===== config.mk =====
export PLATFORM = sky130hd
export DESIGN_NAME = da_driver
export DESIGN_NICKNAME = d
export VERILOG_FILES = /design/src/rtl/da_driver_pkg.sv /design/src/rtl/da_driver_sync_fifo.sv /design/src/rtl/da_driver.sv
export SDC_FILE = /design/constraint.sdc
export NUM_CORES = 1
export LEC_CHECK = 0
export ABC_AREA = 1
export CAP_MARGIN = 20
export CORE_UTILIZATION = 32
export CTS_CLUSTER_DIAMETER = 30
export DETAILED_ROUTE_END_ITERATION = 16
export PLACE_DENSITY = 0.49
export SLEW_MARGIN = 20
export SYNTH_ARGS = -nofsm -noshare
export SYNTH_HDL_FRONTEND = slang
export SYNTH_SLANG_ARGS = --single-unit

===== constraint.sdc =====
create_clock -name clk -period 4 [get_ports clk]
set_input_delay 0.6 -clock clk [delete_from_list [all_inputs] [get_ports clk]]
set_output_delay 0.6 -clock clk [all_outputs]
set_load 0.01 [all_outputs]

===== src/rtl/da_driver_pkg.sv =====
// Shared constants for the tx DAC driver and the rx ADC driver.
package da_driver_pkg;

    localparam int         DATA_W_DEF    = 8;
    localparam int         CNT_W_DEF     = 4;
    localparam int         FIFO_AW_DEF   = 2;
    localparam logic [7:0] IDLE_CODE_DEF = 8'h80;  // mid-scale

    // Converter clock phases for the default counter width: the sample clock
    // rises at the end of the first half-period, falls at the end of the
    // second, and the data word changes early in the low half.
    localparam int CLK_RISE_PH = (1 << (CNT_W_DEF - 1)) - 1;
    localparam int CLK_FALL_PH = (1 << CNT_W_DEF) - 1;
    localparam int UPD_PH      = 2;

endpackage


===== src/rtl/da_driver_sync_fifo.sv =====
// Small synchronous FIFO with a first-word fall-through head.
module sync_fifo
    import da_driver_pkg::*;
#(
    parameter int DATA_W  = DATA_W_DEF,
    parameter int FIFO_AW = FIFO_AW_DEF
) (
    input  logic               clk,
    input  logic               rst,
    input  logic               push,
    input  logic               pop,
    input  logic [DATA_W-1:0]  din,
    output logic [DATA_W-1:0]  dout,
    output logic [FIFO_AW:0]   level,
    output logic               full,
    output logic               empty
);

    localparam int               DEPTH   = 1 << FIFO_AW;
    localparam logic [FIFO_AW:0] DEPTH_L = {1'b1, {FIFO_AW{1'b0}}};

    logic [DATA_W-1:0]  mem_q [DEPTH];
    logic [FIFO_AW-1:0] wr_ptr_q, wr_ptr_d;
    logic [FIFO_AW-1:0] rd_ptr_q, rd_ptr_d;
    logic [FIFO_AW:0]   level_q, level_d;
    logic               do_push, do_pop;

    assign full  = (level_q == DEPTH_L);
    assign empty = (level_q == '0);
    assign level = level_q;
    assign dout  = mem_q[rd_ptr_q];

    // Qualify requests and compute next pointers and occupancy.
    always_comb begin
        // NOTE: every signal gets a default before any branch, so no latch is inferred.
        do_push  = push && !full;
        do_pop   = pop && !empty;
        wr_ptr_d = wr_ptr_q;
        rd_ptr_d = rd_ptr_q;
        level_d  = level_q;
        if (do_push) wr_ptr_d = wr_ptr_q + 1'b1;
        if (do_pop)  rd_ptr_d = rd_ptr_q + 1'b1;
        case ({do_push, do_pop})
            2'b10:   level_d = level_q + 1'b1;
            2'b01:   level_d = level_q - 1'b1;
            default: level_d = level_q;
        endcase
    end

    // Pointer and occupancy registers; reset empties the FIFO.
    always_ff @(posedge clk) begin
        // NOTE: state registers use non-blocking assignments so every flop samples pre-edge values.
        if (rst) begin
            wr_ptr_q <= '0;
            rd_ptr_q <= '0;
            level_q  <= '0;
        end else begin
            wr_ptr_q <= wr_ptr_d;
            rd_ptr_q <= rd_ptr_d;
            level_q  <= level_d;
        end
    end

    // Storage write port.
    always_ff @(posedge clk) begin
        // NOTE: the storage array is not reset; the level counter alone decides what is valid.
        if (do_push) mem_q[wr_ptr_q] <= din;
    end

endmodule


===== src/rtl/da_driver.sv =====
// Tx DAC driver: buffers modulator samples and presents one per divided
// DAC clock period, stable around the DAC's rising sample edge.
module da_driver
    import da_driver_pkg::*;
#(
    parameter int                DATA_W    = DATA_W_DEF,
    parameter int                CNT_W     = CNT_W_DEF,
    parameter int                FIFO_AW   = FIFO_AW_DEF,
    parameter logic [DATA_W-1:0] IDLE_CODE = DATA_W'(IDLE_CODE_DEF)
) (
    input  logic               clk,
    input  logic               rst,
    input  logic               en,
    input  logic [DATA_W-1:0]  din,
    input  logic               din_valid,
    output logic               din_ready,
    output logic               dac_clk,
    output logic [DATA_W-1:0]  dac_data,
    output logic               dout_strobe,
    output logic               underrun,
    input  logic               underrun_clr,
    output logic [FIFO_AW:0]   fifo_level
);

    // Shared phase constants cover the default width; other widths use the
    // same half-period / full-period rule.
    localparam int RISE_I = (CNT_W == CNT_W_DEF) ? CLK_RISE_PH : (1 << (CNT_W - 1)) - 1;
    localparam int FALL_I = (CNT_W == CNT_W_DEF) ? CLK_FALL_PH : (1 << CNT_W) - 1;

    localparam logic [CNT_W-1:0] RISE_PH = CNT_W'(RISE_I);
    localparam logic [CNT_W-1:0] FALL_PH = CNT_W'(FALL_I);
    localparam logic [CNT_W-1:0] UPD_P   = CNT_W'(UPD_PH);

    logic [CNT_W-1:0]  cnt_q, cnt_d;
    logic              dac_clk_q, dac_clk_d;
    logic [DATA_W-1:0] dac_data_q, dac_data_d;
    logic              strobe_q, strobe_d;
    logic              underrun_q, underrun_d;

    logic              upd;
    logic              fifo_push, fifo_pop;
    logic              fifo_full, fifo_empty;
    logic [DATA_W-1:0] fifo_dout;

    sync_fifo #(
        .DATA_W  (DATA_W),
        .FIFO_AW (FIFO_AW)
    ) u_fifo (
        .clk   (clk),
        .rst   (rst),
        .push  (fifo_push),
        .pop   (fifo_pop),
        .din   (din),
        .dout  (fifo_dout),
        .level (fifo_level),
        .full  (fifo_full),
        .empty (fifo_empty)
    );

    // Phase counter, DAC clock, sample update and sticky underrun next-state.
    always_comb begin
        upd        = en && (cnt_q == UPD_P);
        fifo_push  = din_valid && !fifo_full;
        fifo_pop   = upd && !fifo_empty;

        cnt_d      = en ? cnt_q + 1'b1 : '0;

        dac_clk_d  = dac_clk_q;
        if (!en)                    dac_clk_d = 1'b0;
        else if (cnt_q == RISE_PH)  dac_clk_d = 1'b1;
        else if (cnt_q == FALL_PH)  dac_clk_d = 1'b0;

        // An update with nothing buffered drives mid-scale instead of stale data.
        dac_data_d = dac_data_q;
        if (upd) dac_data_d = fifo_empty ? IDLE_CODE : fifo_dout;
        strobe_d   = upd;

        // Set has priority over a clear on the same edge.
        underrun_d = underrun_q;
        if (underrun_clr)       underrun_d = 1'b0;
        if (upd && fifo_empty)  underrun_d = 1'b1;
    end

    // Output and phase registers.
    always_ff @(posedge clk) begin
        if (rst) begin
            cnt_q      <= '0;
            dac_clk_q  <= 1'b0;
            dac_data_q <= IDLE_CODE;
            strobe_q   <= 1'b0;
            underrun_q <= 1'b0;
        end else begin
            cnt_q      <= cnt_d;
            dac_clk_q  <= dac_clk_d;
            dac_data_q <= dac_data_d;
            strobe_q   <= strobe_d;
            underrun_q <= underrun_d;
        end
    end

    assign din_ready   = !fifo_full;
    assign dac_clk     = dac_clk_q;
    assign dac_data    = dac_data_q;
    assign dout_strobe = strobe_q;
    assign underrun    = underrun_q;

endmodule


==> results by group, run 1 <==
Run status
  – Outcome: complete, no violations

Power
  – Leak Pwr: 1.18 nW
  – Switching power: 242 µW
  – VDD IR max: 0.167 mV
  – Reg power frac: 59.8%
  – Clock Power Share: 31.9%
  – Gate power share: 8.3%
  – Pwr dens: 376 nW/µm²
  – Switching Share: 22.6%
  – Final Power: 1.07 mW
  – P_int: 828 µW

Job
  – Max cap viols: 0

Drt
  – Initial DRC Count: 60
  – Via count: 1571
  – Post-DR vias/cell: 4.19
  – DR WL/cell: 11.7 µm
  – Final Routed Wirelength: 4400 µm
  – Routed Antenna Nets: 0
  – Drt drc: 0
  – Drt first pass iters: 4

Global route
  – Pin count of the biggest net entering global routing: 18
  – Tot GR Track Use: 12.3%
  – Initial antenna violation count: 0
  – First-pass GRT wire length: 7010 µm
  – Vias in the first global route: 1434
  – Remaining Overflow, GRT: 0

Layout
  – Sequential Area: 1440 µm²
  – Final Net Count: 296
  – Fin area: 2850 µm²
  – Final Util: 39.2%
  – Fillers: 745
  – Diodes inserted: 0
  – Area of the multi-input gates: 718 µm²
  – Layout cells sized above 1: 7.97%
  – P&R area growth vs syn: 18.5%

Timing
  – Final min period: 2.36 ns
  – Finish-stage setup viols: 0
  – Actual slew at the worst max-slew pin: 0.853 ns
  – RSZ-0062 raised after global routing: false
  – Setup WS post-layout: 1.64 ns
  – Worst clock skew: 0.00603 ns
  – Period utilization: 59.0%
  – Setup TNS: 0 ns
  – Slew Limit Fails: 0
  – Max frequency: 0.424 GHz
  – Slew Limit Headroom: 42.9%
  – Final Hold Vio Count: 0

Min path
  – Hold path depth: 2
  – HP Class: register to register
  – Hold_sp: underrun
  – WHS Endpoint: underrun

Place
  – Post-DP HPWL: 2950 µm
  – Placed Area: 2740 µm²
  – Worst slack at placement: 1.29 ns
  – Port bufs: 27
  – GPL Wtd Cong: 0.656

Setup path
  – Reg2reg start: cnt_q[0]
  – R2R setup slack: 1.88 ns
  – Reg-to-Reg End: u_fifo.level[2]
  – Startpoint Class: input pin
  – Critical Path End Type: register
  – CP Data Required Time: 4.21 ns
  – WS Path Type: input pin to register
  – Worst path arrival time: 2.57 ns
  – Crit path max fanout: 12
  – R2R cell count: 13

Synthesis
  – Syn nets: 268
  – Top cells by area, synth: edfxtp_1 40%, dfxtp_1 20%, nand2_1 10%, inv_1 7.2%, nand3_1 4.6%
  – Post-Syn Area: 2400 µm²
  – Synth Register Bits: 56
  – Area leader, netlist: edfxtp_1
  – Yosys warning count: 0
  – Netlist cell types: 25
  – Avg Synthesized Cell Area: 9.72 µm²
  – Cells after Synth: 247
  – Sequential element share of the synthesized area: 60.0%
  – Yosys top cell area share: 40.0%

CTS
  – Post-CTS Resized: 0
  – Total number of H-tree levels: 2
  – Worst-path clk slew: 0.10 ns
  – Root buf cell: clkbuf_8
  – Sink Count: 56
  – Clk_lat worst skew: 0.31 ns
  – CTS tree: built
  – # hold bufs at CTS: 0
  – CTS Buf Count: 5
  – Post-CTS Setup Inserts: 0
  – Clk buf depth: 2

Floorplanning
  – Initial Util: 33.1%
  – Die width: 88.6 µm
  – Full die area: 7850 µm²
  – Core region area: 7250 µm²
  – Row count: 31
  – Ports: 28
  – Vert. Die Dim: 88.6 µm
## power groups by stage
stage               Sequential [mW]  Clock (mW)  Combinational [mW]
global placement              0.653           0              0.0891
finish                        0.640       0.342              0.0891
CTS                           0.641       0.355              0.0917
floorplan                     0.653           0              0.0521
detailed placement            0.654           0              0.0914
global route                  0.643       0.377               0.102
## cell families after synthesis
kind of cell,share of synthesized area (%)
AOI/OAI and AO/OA,6.77
xor gates and xnor gates,0.365
adders and majority gates,4.48
buffers and inverters,10.1
DFF,60.0
and+or+nand+nor,18.3
## cell usage in the layout, fill, tap and decap left out, drive strengths merged, types with 8 or more instances in the layout
| cell type | synthesis | routed |
|---|---|---|
| a21oi | 16 | 16 |
| inv | 50 | 50 |
| edfxtp | 32 | 32 |
| nand3 | 22 | 22 |
| clkdlybuf4s50 | 0 | 27 |
| nor2 | 12 | 12 |
| clkbuf | 0 | 8 |
| o21ai | 8 | 8 |
| dfxtp | 24 | 24 |
| nand2 | 66 | 66 |
## state kept, by name (all words and copies together), names as in the netlist, named ones only
| register | count |
|---|---|
| cnt_q | 4 |
| dac_clk | 1 |
| dac_data | 8 |
| dout_strobe | 1 |
| u_fifo.level | 3 |
| u_fifo.mem_q | 32 |
| u_fifo.rd_ptr_q | 2 |
| u_fifo.wr_ptr_q | 2 |
| underrun | 1 |
## layer usage
metal | vias to the layer above | share of wire, % | global-route usage (%)
li1 | 832 | - | -
met1 | 706 | 47 | 15.1
met2 | 26 | 48 | 20.6
met3 | 7 | 3.5 | 3.45
met4 | 0 | 1.4 | 4.40
met5 | - | 0 | 0
## synthesized netlist by cell type
master and count:
fa_1 1, inv_2 3, edfxtp_1 32, nor2_4 1, xor2_1 1, nand2_4 1, nand2_2 1, nor2_1 9
ha_1 7, buf_2 2, inv_4 1, nand2_1 64, nand3_1 22, a21oi_2 7, buf_4 1, buf_6 3
nor2_8 1, o21ai_0 7, inv_1 46, a21oi_1 9, nor2_2 1, o21ai_1 1, a311oi_1 1, dfxtp_1 24
o31ai_1 1
## through the flow
step,cells,hold slack (ns)
CTS,375,0.467
finish,375,0.464
floorplan,247,0.430
global route,375,0.484
detailed placement,367,0.448
global placement,367,0.452
## how the worst max path moves through the flow
stage	endpoint	cells after the start	slack [ns]	from
after floorplan	u_fifo.level[2]	11	2.02	en
after global placement	u_fifo.level[2]	12	1.35	en
after detailed placement	u_fifo.level[2]	12	1.29	en
final	u_fifo.level[2]	12	1.64	en
after global routing	u_fifo.level[2]	13	1.49	en
after CTS	u_fifo.level[2]	12	1.62	en
## area by class of cell
type	instances	share of cell area, %
timing repair buffer	27	9.50
tap	99	4.35
sequential	56	50.7
clock buffer	8	3.56
multi-input combinational	135	25.2
inverter	50	6.68
## worst max-delay path: stages
cell and delay [ns]:
clkdlybuf4s50_1 0.48, nand2_1 0.06, inv_1 0.08, nand2_4 0.13
nor2_8 0.20, ha_1 0.19, inv_1 0.07, fa_1 0.39
nand2_1 0.08, nand3_1 0.08, o21ai_0 0.16, a21oi_1 0.05
No activity file was read; power rests on OpenSTA's default activity.
==> run 2, diff against run 1 <==
--- a/config.mk
+++ b/config.mk
@@ -10,7 +10,7 @@
 export CORE_UTILIZATION = 32
 export CTS_CLUSTER_DIAMETER = 30
 export DETAILED_ROUTE_END_ITERATION = 16
-export PLACE_DENSITY = 0.49
+export PLACE_DENSITY = 0.5
 export SLEW_MARGIN = 20
 export SYNTH_ARGS = -nofsm -noshare
 export SYNTH_HDL_FRONTEND = slang
==> constraint.sdc (replaced) <==
create_clock -name clk -period 2.15 [get_ports clk]
set_input_delay 0.3225 -clock clk [delete_from_list [all_inputs] [get_ports clk]]
set_output_delay 0.3225 -clock clk [all_outputs]
set_load 0.01 [all_outputs]
==> run 2 against run 1 <==
- count of clock-buffer cells in the layout fell by 2
- via count rose by 0.76%
- critical endpoint unchanged
- final area rose by 1.8%
- critical path depth rose by 1
- global-route usage fell by 0.52 points
- combinational power rose by 98%
- critical path type is now register to register
- total power rose by 78%
- register-to-register slack got worse by 1.6 ns
- non-clock buffer count rose by 9
- first-iteration DRC count fell by 47%
==> results by group, run 2 (synthesized netlist as in run 1, its figures left out) <==
CTS
  – # hold bufs at CTS: 0 (unchanged)
  – Post-CTS Setup Inserts: 0 (unchanged)
  – Clk_lat worst skew: 0.30 ns (about the same)
  – CTS Buf Count: 5 (unchanged)
  – Worst-path clk slew: 0.09 ns (about the same)
  – Total number of H-tree levels: 2 (unchanged)
  – CTS tree: built
  – Sink Count: 56 (unchanged)
  – Post-CTS Resized: 0 (unchanged)
  – Root buf cell: clkbuf_8
  – Clk buf depth: 2 (unchanged)

Layout
  – Diodes inserted: 0 (unchanged)
  – Final Net Count: 305 (+3.0%)
  – Most frequent cells in the layout: 64 x nand2_1, 46 x inv_1, 32 x edfxtp_1, 27 x clkdlybuf4s50_1, 24 x dfxtp_1
  – Largest register FFs: 32 (unchanged)
  – Fillers: 775 (+4.0%)
  – Most flops, register: u_fifo.mem_q
  – Sequential Area: 1440 µm² (unchanged)
  – P&R area growth vs syn: 20.6%
  – Area of the multi-input gates: 718 µm² (unchanged)
  – Layout cells sized above 1: 10.9% (+2.9 points)
  – Commonest non-fill, non-tap cell in the layout: nand2_1

Global route
  – Tot GR Track Use: 11.8% (-0.52 points)
  – Remaining Overflow, GRT: 0 (unchanged)
  – Vias in the first global route: 1451 (+1.2%)
  – Pin count of the biggest net entering global routing: 17 (-1)
  – First-pass GRT wire length: 6800 µm (-3.1%)
  – Initial antenna violation count: 0 (unchanged)

Place
  – Worst slack at placement: -0.0733 ns (-1.36 ns)
  – GPL Wtd Cong: 0.673 (+2.6%)
  – Port bufs: 27 (unchanged)
  – Post-DP HPWL: 2910 µm (-1.4%)

Setup path
  – Startpoint Class: register
  – Crit path max fanout: 4 (-8)
  – Crit path to: u_fifo.level[2]
  – Critical Path End Type: register
  – CP Data Required Time: 2.35 ns (-1.86 ns)
  – Crit path from: cnt_q[0]
  – WS Path Type: register to register
  – Reg2reg start: cnt_q[0]
  – Worst path arrival time: 2.12 ns (-0.45 ns)
  – R2R setup slack: 0.24 ns (-1.64 ns)
  – R2R cell count: 13 (unchanged)
  – Reg-to-Reg End: u_fifo.level[2]

Drt
  – Drt drc: 0 (unchanged)
  – Via count: 1583 (+0.76%)
  – Final Routed Wirelength: 4130 µm (-6.2%)
  – Initial DRC Count: 32 (-47%)
  – Routed Antenna Nets: 0 (unchanged)
  – Post-DR vias/cell: 4.12 (-1.6%)
  – DR WL/cell: 10.8 µm (-8.4%)
  – Drt first pass iters: 4 (unchanged)

Timing
  – Final min period: 1.91 ns
  – Worst clock skew: 0.00779 ns (+0.00176 ns)
  – Slew Limit Fails: 0 (unchanged)
  – Max frequency: 0.522 GHz
  – Period utilization: 89.1%
  – Setup WS post-layout: 0.235 ns (-1.41 ns)
  – Actual slew at the worst max-slew pin: 0.405 ns (-0.448 ns)
  – Slew Limit Headroom: 72.9% (+30 points)
  – Finish-stage setup viols: 0 (unchanged)
  – Final Hold Vio Count: 0 (unchanged)
  – RSZ-0062 raised after global routing: false

Floorplanning
  – Ports: 28 (unchanged)
  – Core region area: 7250 µm² (unchanged)
  – Row count: 31 (unchanged)
  – Die width: 88.6 µm (unchanged)
  – Initial Util: 33.1% (unchanged)
  – Vert. Die Dim: 88.6 µm (unchanged)
  – Full die area: 7850 µm² (unchanged)

Power
  – Final Power: 1.91 mW (+78%)
  – VDD IR max: 0.257 mV (+54%)
  – Leak Pwr: 1.21 nW (+2.9%)
  – Pwr dens: 660 nW/µm² (+75%)

Min path
  – HP Class: register to register

Run status
  – Outcome: complete, no violations

Job
  – Max cap viols: 0 (unchanged)
[run 2: cell types whose count changed in the layout (fill, tap and decap cells not counted), sizes merged]
cell,previous run,this run
buf,0,9
clkbuf,8,6
clkinv,0,1
clkinvlp,0,1
[run 2: area by class of cell]
class	count	area share, %
Clock inverter	2	0.389
Timing Repair Buffer	36	11.7
Sequential cell	56	49.8
Clock buffer	6	2.51
Tap cell	99	4.28
Inverter	50	6.57
Multi-Input combinational cell	135	24.8
[run 2: worst max-delay path, cell delays in order, from the launching register on]
cell and delay [ns]:
dfxtp_1 0.35, inv_1 0.06, ha_1 0.14, nand2_1 0.05
inv_1 0.08, nand2_4 0.07, nor2_8 0.11, ha_1 0.16
inv_1 0.06, fa_1 0.38, nand2_1 0.08, nand3_1 0.09
o21ai_1 0.13, a21oi_1 0.05
[run 2: worst min-delay path by stage]
stage	startpoint	end	slack, ns	depth (start not counted)
after CTS	underrun	underrun	0.47	2
after global placement	cnt_q[0]	cnt_q[0]	0.45	1
after floorplan	din[0]	u_fifo.mem_q[0][0]	0.42	0
after global routing	dac_data[0]	dac_data[0]	0.49	2
after detailed placement	cnt_q[0]	cnt_q[0]	0.45	1
final	underrun	underrun	0.47	2
[run 2: per-layer routing]
metal / part of all wire (%) / vias to the layer above / routed length (µm) / global-route usage (%)
li1: - / 851 / - / -
met1: 48 / 706 / 1990 / 14.7
met2: 47 / 22 / 1940 / 19.5
met3: 3.5 / 4 / 144 / 3.45
met4: 1.3 / 0 / 52 / 3.96
met5: 0 / - / 0 / 0
[run 2: power breakdown]
| part | internal (mW) | switching, mW |
|---|---|---|
| registers | 1.17 | 0.0153 |
| clock network | 0.227 | 0.319 |
| logic | 0.0734 | 0.102 |
| total | 1.47 | 0.436 |
[run 2: stage by stage]
| stage | setup TNS [ns] | util [%] | cells | hold slack [ns] | cell area, µm² |
|---|---|---|---|---|---|
| after floorplan | 0 | - | 247 | 0.421 | 2400 |
| after global placement | -0.0260 | 38.8 | 376 | 0.446 | 2810 |
| after detailed placement | -0.0733 | 38.8 | 376 | 0.450 | 2810 |
| after CTS | 0 | 39.9 | 384 | 0.471 | 2900 |
| after global routing | 0 | 39.9 | 384 | 0.494 | 2900 |
| final | 0 | 39.9 | 384 | 0.466 | 2900 |
==> run 3, diff against run 2 <==
--- a/config.mk
+++ b/config.mk
@@ -11,6 +11,7 @@
 export CTS_CLUSTER_DIAMETER = 30
 export DETAILED_ROUTE_END_ITERATION = 16
 export PLACE_DENSITY = 0.5
+export SKIP_LAST_GASP = 1
 export SLEW_MARGIN = 20
 export SYNTH_ARGS = -nofsm -noshare
 export SYNTH_HDL_FRONTEND = slang
==> results of run 3 <==
The final DEF is identical to that of run 2; final timing and power are the same.
==> patch 1, RTL diff (config.mk and constraints of run 3) <==
`DATA_W_DEF`: 8 -> 6.
--- a/src/rtl/da_driver_pkg.sv
+++ b/src/rtl/da_driver_pkg.sv
@@ -1,7 +1,7 @@
 // Shared constants for the tx DAC driver and the rx ADC driver.
 package da_driver_pkg;
 
-    localparam int         DATA_W_DEF    = 8;
+    localparam int         DATA_W_DEF    = 6;
     localparam int         CNT_W_DEF     = 4;
     localparam int         FIFO_AW_DEF   = 2;
     localparam logic [7:0] IDLE_CODE_DEF = 8'h80;  // mid-scale
Ports: changed (resized dac_data and din); port bits go from 28 to 24. No check against the original RTL was run, so the function may have changed too.
==> patch 1 against run 3 <==
- clock power is 4% higher
- highest routed layer unchanged
- wire length shrank 19%
- clock skew up 0.00065 ns
- sequential power is 18% lower
- setup slack got worse by 0.0088 ns
- total power down 12%
- global-route usage fell by 0.23 points
- design area shrank 15%
- critical path type unchanged
- synthesized area fell by 18%
- sequential cell count is 10 lower
- count of clock-buffer cells in the layout decreased by 1
==> patch 1: results (changes against run 3) <==
Global Route Usage Sum -> 11.53% (-0.23 points)
number of synthesized flops with an enable pin -> 24 (-25%)
Comb. pwr -> 0.150 mW (-15%)
vias in the first global route -> 1141 (-21%)
Synthesized Nets -> 230 (-14%)
vias -> 1342 (-15%)
Placement Setup Slack -> -0.04910 ns (+0.02417 ns)
wirelength, routed -> 3331 um (-19%)
sequential area share after synthesis -> 58.70% (-1.3 points)
Final Wtd Congestion -> 0.7516 (+12%)
top post-synthesis cells by area -> edfxtp_1, dfxtp_1, nand2_1
Leak Pwr -> 1.068 nW (-12%)
Finished Layout Cells -> 324 (-16%)
clk_skew -> 0.008447 ns (+0.0006522 ns)
Synth Area in Compound Gates -> 7.084% (+0.31 points)
largest net degree at the start of global routing -> 18 (+1)
Largest register FFs -> 24 (-25%)
status -> complete, no violations
Port Buf Inserts -> 23 (-15%)
Mapped Cells -> 211 (-15%)
top post-synthesis cells by count -> nand2_1, inv_1, edfxtp_1
fill count -> 618 (-20%)
hold_ws -> 0.4633 ns (-0.002733 ns)
global-route wire length before repair -> 5464 um (-20%)
Clock Power -> 0.565 mW (+4%)
-- patch 1: per-stage QoR --
stage	cell area, um2	util (%)	TNS (ns)
after floorplan	1978	-	0
after global placement	2356	39.56	-0.02291
after detailed placement	2356	39.56	-0.04910
after CTS	2454	41.20	0
after global routing	2454	41.20	0
final	2454	41.20	0
-- patch 1: cell type report --
type / instances / area (um2) / area share [%]
Clock buffer: 5 / 68.82 / 2.805
Clock inverter: 3 / 28.78 / 1.173
Inverter: 47 / 176.4 / 7.190
Multi-Input combinational cell: 115 / 619.3 / 25.24
Sequential cell: 46 / 1161 / 47.32
Tap cell: 75 / 93.84 / 3.825
Timing Repair Buffer: 33 / 305.3 / 12.44
-- patch 1: worst min-delay path, cell delays in order, from the launching register on --
cell	delay [ns]
dfxtp_1	0.32
inv_1	0.05
o31ai_1	0.06
-- patch 1: worst max-delay path by stage --
stage          slack (ns)  cells past startpoint                            to                 from
6_report             0.23                     13  u_fifo.level[2]$_SDFFE_PP0P_  cnt_q[0]$_SDFF_PP0_
5_1_grt              0.03                     13  u_fifo.level[2]$_SDFFE_PP0P_  cnt_q[0]$_SDFF_PP0_
4_1_cts              0.21                     13  u_fifo.level[2]$_SDFFE_PP0P_  cnt_q[0]$_SDFF_PP0_
3_5_place_dp        -0.05                     12  u_fifo.level[2]$_SDFFE_PP0P_                   en
3_3_place_gp        -0.02                     12  u_fifo.level[2]$_SDFFE_PP0P_                   en
2_1_floorplan        0.25                     13  u_fifo.level[2]$_SDFFE_PP0P_  cnt_q[0]$_SDFF_PP0_
-- patch 1: routing by layer --
metal  share of wire, %  global-route usage (%)  vias to the layer above
met2                 45                   17.54                       20
met3                3.8                   3.864                        6
met4                1.8                   4.821                        0
li1                   -                       -                      731
met5                  0                       0                        -
met1                 49                   14.82                      585
==> patch 2, RTL diff (settings of run 3) <==
Made on the original files. Compare `cnt_q` against `RISE_PH` with >= in place of ==.
--- a/src/rtl/da_driver.sv
+++ b/src/rtl/da_driver.sv
@@ -67,7 +67,7 @@
 
         dac_clk_d  = dac_clk_q;
         if (!en)                    dac_clk_d = 1'b0;
-        else if (cnt_q == RISE_PH)  dac_clk_d = 1'b1;
+        else if (cnt_q >= RISE_PH)  dac_clk_d = 1'b1;
         else if (cnt_q == FALL_PH)  dac_clk_d = 1'b0;
 
         // An update with nothing buffered drives mid-scale instead of stale data.
Formal check against the unedited RTL: same outputs for any inputs over 10 cycles, from zero or initial values and one cycle with rst high; that may be too few to reach the edited logic, so the function may still have changed.
==> patch 2 against run 3 <==
- global-route usage increased by 0.13 points
- clock skew hardly changed
- clock power rose by 4.2%
- synthesized cell count stayed put
- setup slack better by 0.0060 ns
- combinational power shrank 2%
- die area fell by 0.51%
- synthesized area is 0.52% lower
- largest power group unchanged
- first-iteration DRC count increased by 25%
- wire length is 2.0% lower
- total power up 0.97%
- sequential cell count unchanged
- design area fell by 0.39%
==> patch 2: results (changes against run 3) <==
status -> complete, no violations
metal3 WL -> 172 um (+19%)
Worst Reg-to-Reg Cells -> 13 (unchanged)
clk_skew -> 0.007591 ns (-0.0002038 ns)
min-delay worst type -> flip-flop to flip-flop
family with the most delay on the worst path -> adder cells
Worst-Margin Slew -> 0.3759 ns (-0.02946 ns)
Worst Path Arrival -> 2.11 ns
number of synthesized flops with an enable pin -> 32 (unchanged)
NumNets Final -> 304 (-0.33%)
Placement Setup Slack -> -0.07040 ns (+0.002865 ns)
CTS clk-pin slew, worst paths -> 0.10 ns
Cell Area, Placed -> 2794 um2 (-0.62%)
Pre-antenna DRT Iters -> 4 (unchanged)
largest net degree at the start of global routing -> 19 (+2)
sw frac -> 23.41% (+0.59 points)
largest reg by FF count -> u_fifo.mem_q
reg2reg start -> cnt_q[0]$_SDFF_PP0_
routed length per placed instance -> 10.57 um (-1.8%)
CTS root buf -> clkbuf_8
Final Wtd Congestion -> 0.7006 (+4.1%)
post-CTS sizing -> 0 (unchanged)
vias -> 1559 (-1.5%)
asr flop ratio synth -> 0% (unchanged)
top post-synthesis cells by count -> nand2_1, inv_1, edfxtp_1
DRT iter0 DRCs -> 40 (+25%)
Synthesized Nets -> 268 (unchanged)
maximum clock path buffer count -> 2 (unchanged)
Most used DFF post-synth -> edfxtp_1
FF-to-FF End -> u_fifo.level[2]$_SDFFE_PP0P_
met1 wire length -> 1957 um (-1.7%)
vias in the first global route -> 1489 (+2.6%)
share of cells above drive strength 1 -> 10.92% (+0.038 points)
IR drop worst, VDD -> 0.3005 mV (+17%)
global-route wire length before repair -> 7003 um (+3.0%)
H-tree depth -> 2 (unchanged)
slack of the critical path -> 0.2411 ns (+0.006003 ns)
sequential area share after synthesis -> 60.35% (+0.31 points)
met2 WL -> 1862 um (-4.2%)
fill count -> 741 (-4.4%)
Global Route Usage Sum -> 11.89% (+0.13 points)
hpwl dp -> 2886 um (-0.81%)
Skew-Pair Late Insertion Delay -> 0.30 ns (about the same)
Largest register FFs -> 32 (unchanged)
Leak Pwr -> 1.207 nW (-0.57%)
top post-synthesis cells by area -> edfxtp_1, dfxtp_1, nand2_1
ant diodes -> 0 (unchanged)
R2R Setup Slk -> 0.24 ns
Slowest cell on crit path -> fa_1
count of cell types in the netlist -> 25 (unchanged)
post-CTS setup buffers -> 0 (unchanged)
top routing layer in use -> met4
Hold Path Sink -> underrun$_SDFFE_PP0P_
## patch 2: changes by cell type after synthesis, sizes merged, moves of 2 or more
cell and delta:
nand2 +2, inv -2, nor2 +2, o21ai -2
## patch 2: power by group through the flow
stage	registers [mW]	logic (mW)	clock network, mW
floorplan	1.21	0.0953	0
global placement	1.21	0.174	0
detailed placement	1.21	0.175	0
CTS	1.19	0.176	0.603
global route	1.19	0.197	0.635
finish	1.19	0.172	0.568
## patch 2: worst max path at each step
stage                                    from                      endpoint
final                     cnt_q[0]$_SDFF_PP0_  u_fifo.level[2]$_SDFFE_PP0P_
after global routing      cnt_q[0]$_SDFF_PP0_  u_fifo.level[2]$_SDFFE_PP0P_
after CTS                 cnt_q[0]$_SDFF_PP0_  u_fifo.level[2]$_SDFFE_PP0P_
after detailed placement                   en  u_fifo.level[2]$_SDFFE_PP0P_
after global placement                     en  u_fifo.level[2]$_SDFFE_PP0P_
after floorplan           cnt_q[0]$_SDFF_PP0_  u_fifo.level[2]$_SDFFE_PP0P_
## patch 2: cells by family (layout without fill, tap and decap cells)
kind of cell	count (synthesis)	count (layout)	synth area share, %
and+or+nand+nor	106	106	19.59
DFF	56	56	60.35
buffers and inverters	54	91	9.691
AOI/OAI and AO/OA	22	22	5.500
adders and majority gates	8	8	4.505
xor gates and xnor gates	1	1	0.3668
## patch 2: layout make-up
type	count	area, um2	share of cell area, %
inverter	48	182.7	6.334
multi-input combinational	137	715.7	24.82
timing repair buffer	35	330.3	11.45
clock buffer	5	68.82	2.386
sequential	56	1441	49.98
tap	99	123.9	4.295
clock inverter	3	21.27	0.7375
## patch 2: per-layer routing
layer	global-route usage, %	up-vias
met1	15.72	682
met2	19.44	30
met4	3.519	0
li1	-	842
met3	2.799	5
met5	0	-
## patch 2: worst reg2reg max path, delay by kind of cell, from the launching register on
family,cells,cell delay (ns)
AOI/OAI and AO/OA,2,0.19
adders and majority gates,3,0.67
and+or+nand+nor,5,0.40
DFF,1,0.35
buffers and inverters,3,0.20
## patch 2: stage by stage
step	hold slack, ns	instances
6_report	0.4632	383
5_1_grt	0.4967	383
4_1_cts	0.4686	383
3_5_place_dp	0.4509	375
3_3_place_gp	0.4496	375
2_1_floorplan	0.4214	247
